### src/rtl/alu_slice_1b_pkg.sv
// Shared constants for the 1-bit ALU slice: mode selects (M1:M0) and the
// function selects (C1:C0) used within each mode.
package alu_pkg;

  localparam logic [1:0] MODE_LOGIC = 2'b00;
  localparam logic [1:0] MODE_CMP   = 2'b01;
  localparam logic [1:0] MODE_SHIFT = 2'b10;
  localparam logic [1:0] MODE_ARITH = 2'b11;

  localparam logic [1:0] FN_AND = 2'b00;
  localparam logic [1:0] FN_OR  = 2'b01;
  localparam logic [1:0] FN_XOR = 2'b10;
  localparam logic [1:0] FN_NOT = 2'b11;

  localparam logic [1:0] FN_EQ = 2'b00;
  localparam logic [1:0] FN_GT = 2'b01;
  localparam logic [1:0] FN_LT = 2'b10;
  localparam logic [1:0] FN_NE = 2'b11;

  localparam logic [1:0] FN_PASS_A = 2'b00;
  localparam logic [1:0] FN_PASS_B = 2'b01;
  localparam logic [1:0] FN_SHIFT  = 2'b10;
  localparam logic [1:0] FN_ZERO   = 2'b11;

  localparam logic [1:0] FN_ADD = 2'b00;
  localparam logic [1:0] FN_SUB = 2'b01;
  localparam logic [1:0] FN_INC = 2'b10;
  localparam logic [1:0] FN_DEC = 2'b11;

endpackage

### src/rtl/alu_slice_1b_if.sv
// Operand/control/result bundle of the 1-bit ALU slice; the driver of the
// operands uses master, the slice itself uses slave.
interface alu_slice_1b_if;
  logic en;
  logic M1;
  logic M0;
  logic A;
  logic B;
  logic Cin;
  logic C1;
  logic C0;
  logic F;
  logic Cout;

  modport master (output en, M1, M0, A, B, Cin, C1, C0, input F, Cout);
  modport slave  (input en, M1, M0, A, B, Cin, C1, C0, output F, Cout);
endinterface

### src/rtl/alu_fa_1b.sv
// Purely combinational 1-bit full adder shared by all arithmetic functions.
module alu_fa_1b (
  input  logic a,
  input  logic b,
  input  logic ci,
  output logic s,
  output logic co
);
  assign s  = a ^ b ^ ci;
  assign co = (a & b) | (ci & (a ^ b));
endmodule

### src/rtl/alu_slice_1b.sv
// Registered 1-bit ALU slice: logic, compare, pass/shift and full-adder units
// feed a one-hot mode mux, followed by an enabled output register.
module alu_slice_1b
  import alu_pkg::*;
(
  input  logic         clk,
  input  logic         rst,
  alu_slice_1b_if.slave bus
);

  logic [1:0] mode;
  logic [1:0] fn;
  logic [3:0] mode_oh;
  logic       logic_f;
  logic       cmp_f;
  logic       shift_f;
  logic       shift_co;
  logic       fa_b;
  logic       fa_s;
  logic       fa_co;
  logic       f_d;
  logic       cout_d;
  logic       f_q;
  logic       cout_q;

  assign mode    = {bus.M1, bus.M0};
  assign fn      = {bus.C1, bus.C0};
  assign mode_oh = 4'b0001 << mode;

  // NOTE: every always_comb output gets a default first, so no path can
  // leave it unassigned and infer a latch.
  always_comb begin
    logic_f = 1'b0;
    unique case (fn)
      FN_AND:  logic_f = bus.A & bus.B;
      FN_OR:   logic_f = bus.A | bus.B;
      FN_XOR:  logic_f = bus.A ^ bus.B;
      FN_NOT:  logic_f = ~bus.A;
      default: logic_f = 1'b0;
    endcase
  end

  always_comb begin
    cmp_f = 1'b0;
    unique case (fn)
      FN_EQ:   cmp_f = ~(bus.A ^ bus.B);
      FN_GT:   cmp_f = bus.A & ~bus.B;
      FN_LT:   cmp_f = ~bus.A & bus.B;
      FN_NE:   cmp_f = bus.A ^ bus.B;
      default: cmp_f = 1'b0;
    endcase
  end

  // Shift mode moves Cin in on F and pushes A out on Cout toward the next slice.
  always_comb begin
    shift_f  = 1'b0;
    shift_co = 1'b0;
    unique case (fn)
      FN_PASS_A: shift_f = bus.A;
      FN_PASS_B: shift_f = bus.B;
      FN_SHIFT: begin
        shift_f  = bus.Cin;
        shift_co = bus.A;
      end
      FN_ZERO:   shift_f = 1'b0;
      default:   shift_f = 1'b0;
    endcase
  end

  // Subtract is A + ~B + Cin; decrement adds the all-ones operand.
  always_comb begin
    fa_b = 1'b0;
    unique case (fn)
      FN_ADD:  fa_b = bus.B;
      FN_SUB:  fa_b = ~bus.B;
      FN_INC:  fa_b = 1'b0;
      FN_DEC:  fa_b = 1'b1;
      default: fa_b = 1'b0;
    endcase
  end

  alu_fa_1b u_fa (
    .a  (bus.A),
    .b  (fa_b),
    .ci (bus.Cin),
    .s  (fa_s),
    .co (fa_co)
  );

  always_comb begin
    f_d    = (mode_oh[MODE_LOGIC] & logic_f)
           | (mode_oh[MODE_CMP]   & cmp_f)
           | (mode_oh[MODE_SHIFT] & shift_f)
           | (mode_oh[MODE_ARITH] & fa_s);
    cout_d = (mode_oh[MODE_SHIFT] & shift_co)
           | (mode_oh[MODE_ARITH] & fa_co);
  end

  // NOTE: sequential state uses non-blocking assignments so every register
  // samples pre-edge values regardless of process ordering.
  always_ff @(posedge clk or posedge rst) begin
    if (rst) begin
      f_q    <= 1'b0;
      cout_q <= 1'b0;
    end else if (bus.en) begin
      f_q    <= f_d;
      cout_q <= cout_d;
    end
  end

  assign bus.F    = f_q;
  assign bus.Cout = cout_q;

endmodule

### src/flat_wrapper.sv
// flat-port wrapper written by rule: the top's interface ports become plain ports
module alu_slice_1b_flat import alu_pkg::*;
  (clk, rst, bus_en, bus_M1, bus_M0, bus_A, bus_B, bus_Cin, bus_C1, bus_C0, bus_F, bus_Cout);
  alu_slice_1b_if bus_i ();
  input  logic clk;
  input  logic rst;
  input wire logic [$bits(bus_i.en)-1:0] bus_en;
  input wire logic [$bits(bus_i.M1)-1:0] bus_M1;
  input wire logic [$bits(bus_i.M0)-1:0] bus_M0;
  input wire logic [$bits(bus_i.A)-1:0] bus_A;
  input wire logic [$bits(bus_i.B)-1:0] bus_B;
  input wire logic [$bits(bus_i.Cin)-1:0] bus_Cin;
  input wire logic [$bits(bus_i.C1)-1:0] bus_C1;
  input wire logic [$bits(bus_i.C0)-1:0] bus_C0;
  output wire logic [$bits(bus_i.F)-1:0] bus_F;
  output wire logic [$bits(bus_i.Cout)-1:0] bus_Cout;
  assign bus_i.en = bus_en;
  assign bus_i.M1 = bus_M1;
  assign bus_i.M0 = bus_M0;
  assign bus_i.A = bus_A;
  assign bus_i.B = bus_B;
  assign bus_i.Cin = bus_Cin;
  assign bus_i.C1 = bus_C1;
  assign bus_i.C0 = bus_C0;
  assign bus_F = bus_i.F;
  assign bus_Cout = bus_i.Cout;
  alu_slice_1b u_core (.clk(clk), .rst(rst), .bus(bus_i));
endmodule
### config.mk
export PLATFORM = sky130hd
export DESIGN_NAME = alu_slice_1b_flat
export DESIGN_NICKNAME = d
export VERILOG_FILES = /design/src/rtl/alu_slice_1b_pkg.sv /design/src/rtl/alu_slice_1b_if.sv /design/src/rtl/alu_fa_1b.sv /design/src/rtl/alu_slice_1b.sv /design/src/flat_wrapper.sv
export SDC_FILE = /design/constraint.sdc
export NUM_CORES = 1
export LEC_CHECK = 0
export ABC_AREA = 1
export CAP_MARGIN = 20
export CORE_AREA = 8 8 45 47
export DETAILED_ROUTE_END_ITERATION = 16
export DIE_AREA = 0 0 53 55
export GPL_TIMING_DRIVEN = 0
export SYNTH_ARGS = -nofsm -noshare
export SYNTH_HDL_FRONTEND = slang
export SYNTH_SLANG_ARGS = --single-unit
### constraint.sdc
create_clock -name clk -period 1.1 [get_ports clk]
set_input_delay 0.22 -clock clk [delete_from_list [all_inputs] [get_ports clk]]
set_output_delay 0.22 -clock clk [all_outputs]
set_load 0.05 [all_outputs]
## Yosys cells after proc, flatten, opt, wreduce, memory -nomap -nowiden

Cells that the tools add are included.

- Register bits: 2
- Latch bits: 0
- RAM bits: 0
- Bits in read-only memories: 0
- Bits of input ports: 10
- Output and inout port bits: 2
- Memories kept: 0

- $add $sub $neg: 0
- Multiply operators: 0
- Divide/modulo/power cells: 0
- $lt $le $gt $ge: 0
- Equal/unequal tests: 3
- Shift-type cells: 1
- Mux-type cells: 5
- Bitwise gates (word level): 23
- Reductions and logical operators: 1

Operators with widths:

| kind | number |
|---|---|
| $pmux 1 s4 | 4 |
| $and 1x1->1 | 11 |
| $or 1x1->1 | 6 |
| $eq 2x2->1 const B | 2 |
| $shl 1x2->4 const A | 1 |
| $not 1->1 | 3 |
| $xor 1x1->1 | 3 |
| $eq 2x1->1 const B | 1 |
| $logic_not 2->1 | 1 |
| $mux 1 | 1 |

## Longest topological paths before layout

- Depth in word-level cells: 7
- Mapped depth: 9
- Gate-level depth less buffers: 9

## By module

A second synthesis with hierarchy kept.

- Cell total of the unflattened synthesis: 51
- Area, all modules: 340.3 µm²

Modules (own cells, without submodules):

| module | times used | cells each | area an instance (µm²) | sequential area each (µm²) |
|---|---|---|---|---|
| alu_slice_1b | 1 | 50 | 320.3 | 50.0 |
| alu_fa_1b | 1 | 1 | 20.0 | 0.0 |

## Worst setup path before layout

No wires, ideal clock.

- Path kind: input port to flip-flop
- From: in bus_C1
- To: reg u_core.f_q, in the netlist u_core.bus.F
- Arrival time: 1293 ps
- Setup slack: -306 ps
- Stages: 9
- Path buffers: 0
- Cell sequence: inv_2 > nor2_2 > o21a_1 > fa_1 > o21ai_0 > a21oi_1 > nand3_1 > nand2_1 > inv_1

- Longest elaborated chain between the ends: 6
- Elaborated cells between the ends (all ways): 17
- Those cells by class: eq/ne (3); mux (4); bitwise (9); reduce/logical (1)

Ends and longest elaborated chain:

| item | RTL line | RTL |
|---|---|---|
| from (decl) | flat_wrapper.sv:13 | `input wire logic [$bits(bus_i.C1)-1:0] bus_C1;` |
| $eq 2x2->1 (tied with other cells) | - |  |
| $pmux 1 s4 (on tied branches) | alu_slice_1b.sv:34, alu_slice_1b.sv:45, alu_slice_1b.sv:73 |  |
| $and 1x1->1 (tied with other cells) | alu_slice_1b.sv:91 | `f_d = (mode_oh[MODE_LOGIC] & logic_f)` |
| $or 1x1->1 / $xor 1x1->1 (equally long branches) | alu_slice_1b.sv:92, alu_fa_1b.sv:9 |  |
| $or 1x1->1 / $and 1x1->1 (equally long branches) | alu_slice_1b.sv:93, alu_slice_1b.sv:94 |  |
| $or 1x1->1 * | alu_slice_1b.sv:94 | `\| (mode_oh[MODE_ARITH] & fa_s);` |
| to (signal assigned) | alu_slice_1b.sv:103 | `f_q <= 1'b0;` |
| to (signal assigned) | alu_slice_1b.sv:106 | `f_q <= f_d;` |
| to (decl) | alu_slice_1b.sv:23 | `logic f_q;` |

Mark *: on every way between the ends. The rest lies on a longest branch, timed or not.
A chain may end at the register's enable or synchronous reset.

## Worst setup path after layout

- From: in bus_C0
- To: reg u_core.f_q, in the netlist u_core.bus.F

- Longest elaborated chain between the ends: 6
- Elaborated cells between the ends (all ways): 17
- Those cells by class: eq/ne (3); mux (4); bitwise (9); reduce/logical (1)

Ends and longest elaborated chain:

| item | RTL line | RTL |
|---|---|---|
| from (decl) | flat_wrapper.sv:14 | `input wire logic [$bits(bus_i.C0)-1:0] bus_C0;` |
| $eq 2x2->1 (tied with other cells) | - |  |
| $pmux 1 s4 (on tied branches) | alu_slice_1b.sv:34, alu_slice_1b.sv:45, alu_slice_1b.sv:73 |  |
| $and 1x1->1 (tied with other cells) | alu_slice_1b.sv:91 |  |
| $or 1x1->1 / $xor 1x1->1 (equally long branches) | alu_slice_1b.sv:92, alu_fa_1b.sv:9 |  |
| $or 1x1->1 / $and 1x1->1 (equally long branches) | alu_slice_1b.sv:93, alu_slice_1b.sv:94 |  |
| $or 1x1->1 * | alu_slice_1b.sv:94 |  |

Marks and branches as above.

==> results.yml <==
power:
  switching_share_pct: 34.7
  cellPowerDensity_mw_per_mm2: 843
  switching_power_w: 0.000153
  leakagePower_nw: 0.265
  total_power_w: 0.000440
  comb_power_share_pct: 44.6
  clkPwrFrac_pct: 35.5
  pwr-share-seq_pct: 19.8
  p_int_w: 0.000287
  vdd_drop_max_mv: 0.542
logic_synthesis:
  yosys.area_share.adder_pct: 21.8
  yosys.area_share.xor_xnor_pct: 0
  postSynthCellCount: 52
  ys_seq_area_share_pct: 15.6
  ys_ff_latch: 2
  syn_avg_cell_area_um2: 6.18
  synth-simple-area-share_pct: 31.1
  synth.area.mux_share_pct: 0
  synth-compound-area-share_pct: 18.7
  synth_top_family_by_area: "simple AND/OR/NAND/NOR gates"
  synthesis.area_um2: 322
  synth_nets: 67
  yosysWarnings: 0
  ys_types: 15
hold_path:
  hold_class: "input port to async pin"
timing:
  clock_skew_ns: 0
  clock.fmax_ghz: 0.721
  period_minus_slack_ns: 1.39
  setup_viol: 1
  slew_violations: 0
  tightest_slew_ns: 0.256
  setup_slack_ns: -0.287
  post-route-period-util_pct: 126
  whs_ns: 0.151
  setup_tns_ns: -0.287
  slew_headroom_pct: 83.1
  rsz0062_at_grt: "true"
  hold_violations: 0
floorplan:
  die_w_um: 53
  io_pins: 12
  start_util_pct: 23.2
  dieArea_mm2: 0.00292
  rows: 14
  die_h_um: 55
  core_mm2: 0.00138
placement:
  dpl.hpwl_um: 657
  gp_congestion: 0.727
  place_inst: 79
  io_buffers: 11
clocking:
  clockBufferDepth: 2
  numCtsBuffers: 3
  root_buffer: "clkbuf_4"
  clkSinkCount: 2
  cts_tree: "yes"
  path_clk_slew_ns: 0.03
  h-tree-depth: 1
  worstSkewPairLatency_ns: 0.22
detailed_routing:
  drt_pass1_iterations: 4
  drt_iter0_drc: 1
  drc: 0
  postRouteAntennaNets: 0
  vias: 376
  drt_wl_total_um: 870
  routed_via_density: 4.37
  wire_per_inst_um: 10.1
global_route:
  grt_usage_pct: 6.50
  grt_remaining_overflow: 0
  grt_pass1_vias: 395
  grt_max_degree: 7
  antenna_found_initial: 0
  grt_pass1_wl_um: 1400
critical_path:
  crit_arrival_ns: 1.50
  cp-startpoint: "bus_C0"
  rr_worst_depth: 3
  crit_path_start_kind: "input port"
  cp_top_family: "adder cells"
  worstPathRequired_ns: 1.21
  cp_slowest_cell: "fa_2"
  path_max_fanout: 6
  cp_num_cells: 10
  critPathKind: "input port to flop"
  r2r-start: "u_core.bus.F"
  ff2ff_setup_slack_ns: 0.24
  cp_cell_sequence: "buf_12 -> clkinv_4 -> o21ai_2 -> o21a_1 -> fa_2 -> o21ai_1 -> a21oi_1 -> nand3_1 -> nand2_1 -> inv_1"
  worst-path-buf-inv: 3
  end_kind: "flop"
  slowest_delay_ns: 0.52
finish:
  num_antenna_cells: 0
  layout_common_cells: "13 x nand2_1, 6 x inv_1, 5 x nand3_1, 5 x buf_4"
  final_nets: 87
  final_common_cell: "nand2_1"
  drive_gt1_share_pct: 32.9
  layoutNonFillerInstCount: 86
  area_growth_pct: 62.3
outcome:
  violations: "negative setup slack"
  status: "complete, but fails checks"
run:
  drv_cap: 0
Yosys cell counts:
library cell | n | area [um2]
ha_1 | 4 | 50.1
nand4_1 | 1 | 6.26
o21a_1 | 2 | 15.0
inv_2 | 3 | 11.3
nand2_1 | 13 | 48.8
or2_2 | 1 | 6.26
nor2_2 | 1 | 6.26
o21ai_1 | 3 | 15.0
inv_1 | 8 | 30.0
nand3_1 | 5 | 25.0
dfrtp_1 | 2 | 50.1
nor2_1 | 2 | 7.51
fa_1 | 1 | 20.0
a21oi_1 | 5 | 25.0
o21ai_0 | 1 | 5.00
routing by layer:
layer  track usage, %  part of all wire [%]
met5                0                     0
met1             6.23                    43
met2             10.7                    51
met4             6.47                   1.1
met3             2.14                   4.7
timing repair:
| item | 4_1_cts | 5_1_grt |
|---|---|---|
| hold buffers | 0 | 0 |
| buffers inserted | 2 | 2 |
| hold endpoints to repair | 0 | 0 |
| pin swaps | 2 | 3 |
| gates cloned | 0 | 0 |
| setup endpoints to repair | 4 | 2 |
| gates resized for setup | 31 | 13 |
cell families after synthesis:
group | Yosys count
AO/OA/AOI/OAI | 11
buffers and inverters | 11
adder cells (fa/ha/maj) | 5
AND/OR/NAND/NOR | 23
flip-flops | 2
path summary, 6_finish.rpt:
kind                                   end
setup / recovery              u_core.bus.F
hold / removal             u_core.bus.Cout
setup reg to reg              u_core.bus.F
hold reg to reg            u_core.bus.Cout
max in group asynchronous     u_core.bus.F
min in group clk           u_core.bus.Cout
power groups by stage:
stage          clock network (W)  logic (W)  registers [W]
3_3_place_gp                   0   0.000179      0.0000876
5_1_grt                 0.000169   0.000216      0.0000880
3_5_place_dp                   0   0.000179      0.0000883
6_report                0.000156   0.000196      0.0000872
2_1_floorplan                  0  0.0000705       0.000120
4_1_cts                 0.000167   0.000175      0.0000873
flip-flops by register name, indices dropped and copies added (netlist names):
register	flops
u_core.bus.F	1
u_core.bus.Cout	1
per-stage QoR:
step	cell area (um2)	worst slack, ns	utilization, %
after floorplan	322	-0.306	-
final	522	-0.287	37.7
after global placement	452	-0.991	32.6
after detailed placement	452	-0.997	32.6
after CTS	472	-0.281	34.1
after global routing	522	-0.328	37.7
cell type report:
class	count	area (um2)
repair buffers	15	133
clock buffers	3	22.5
inverters	11	51.3
well taps	16	20.0
multi-input cells	39	245
fillers	143	862
flip-flops and latches	2	50.0
Power figures use the tool's default switching activity.
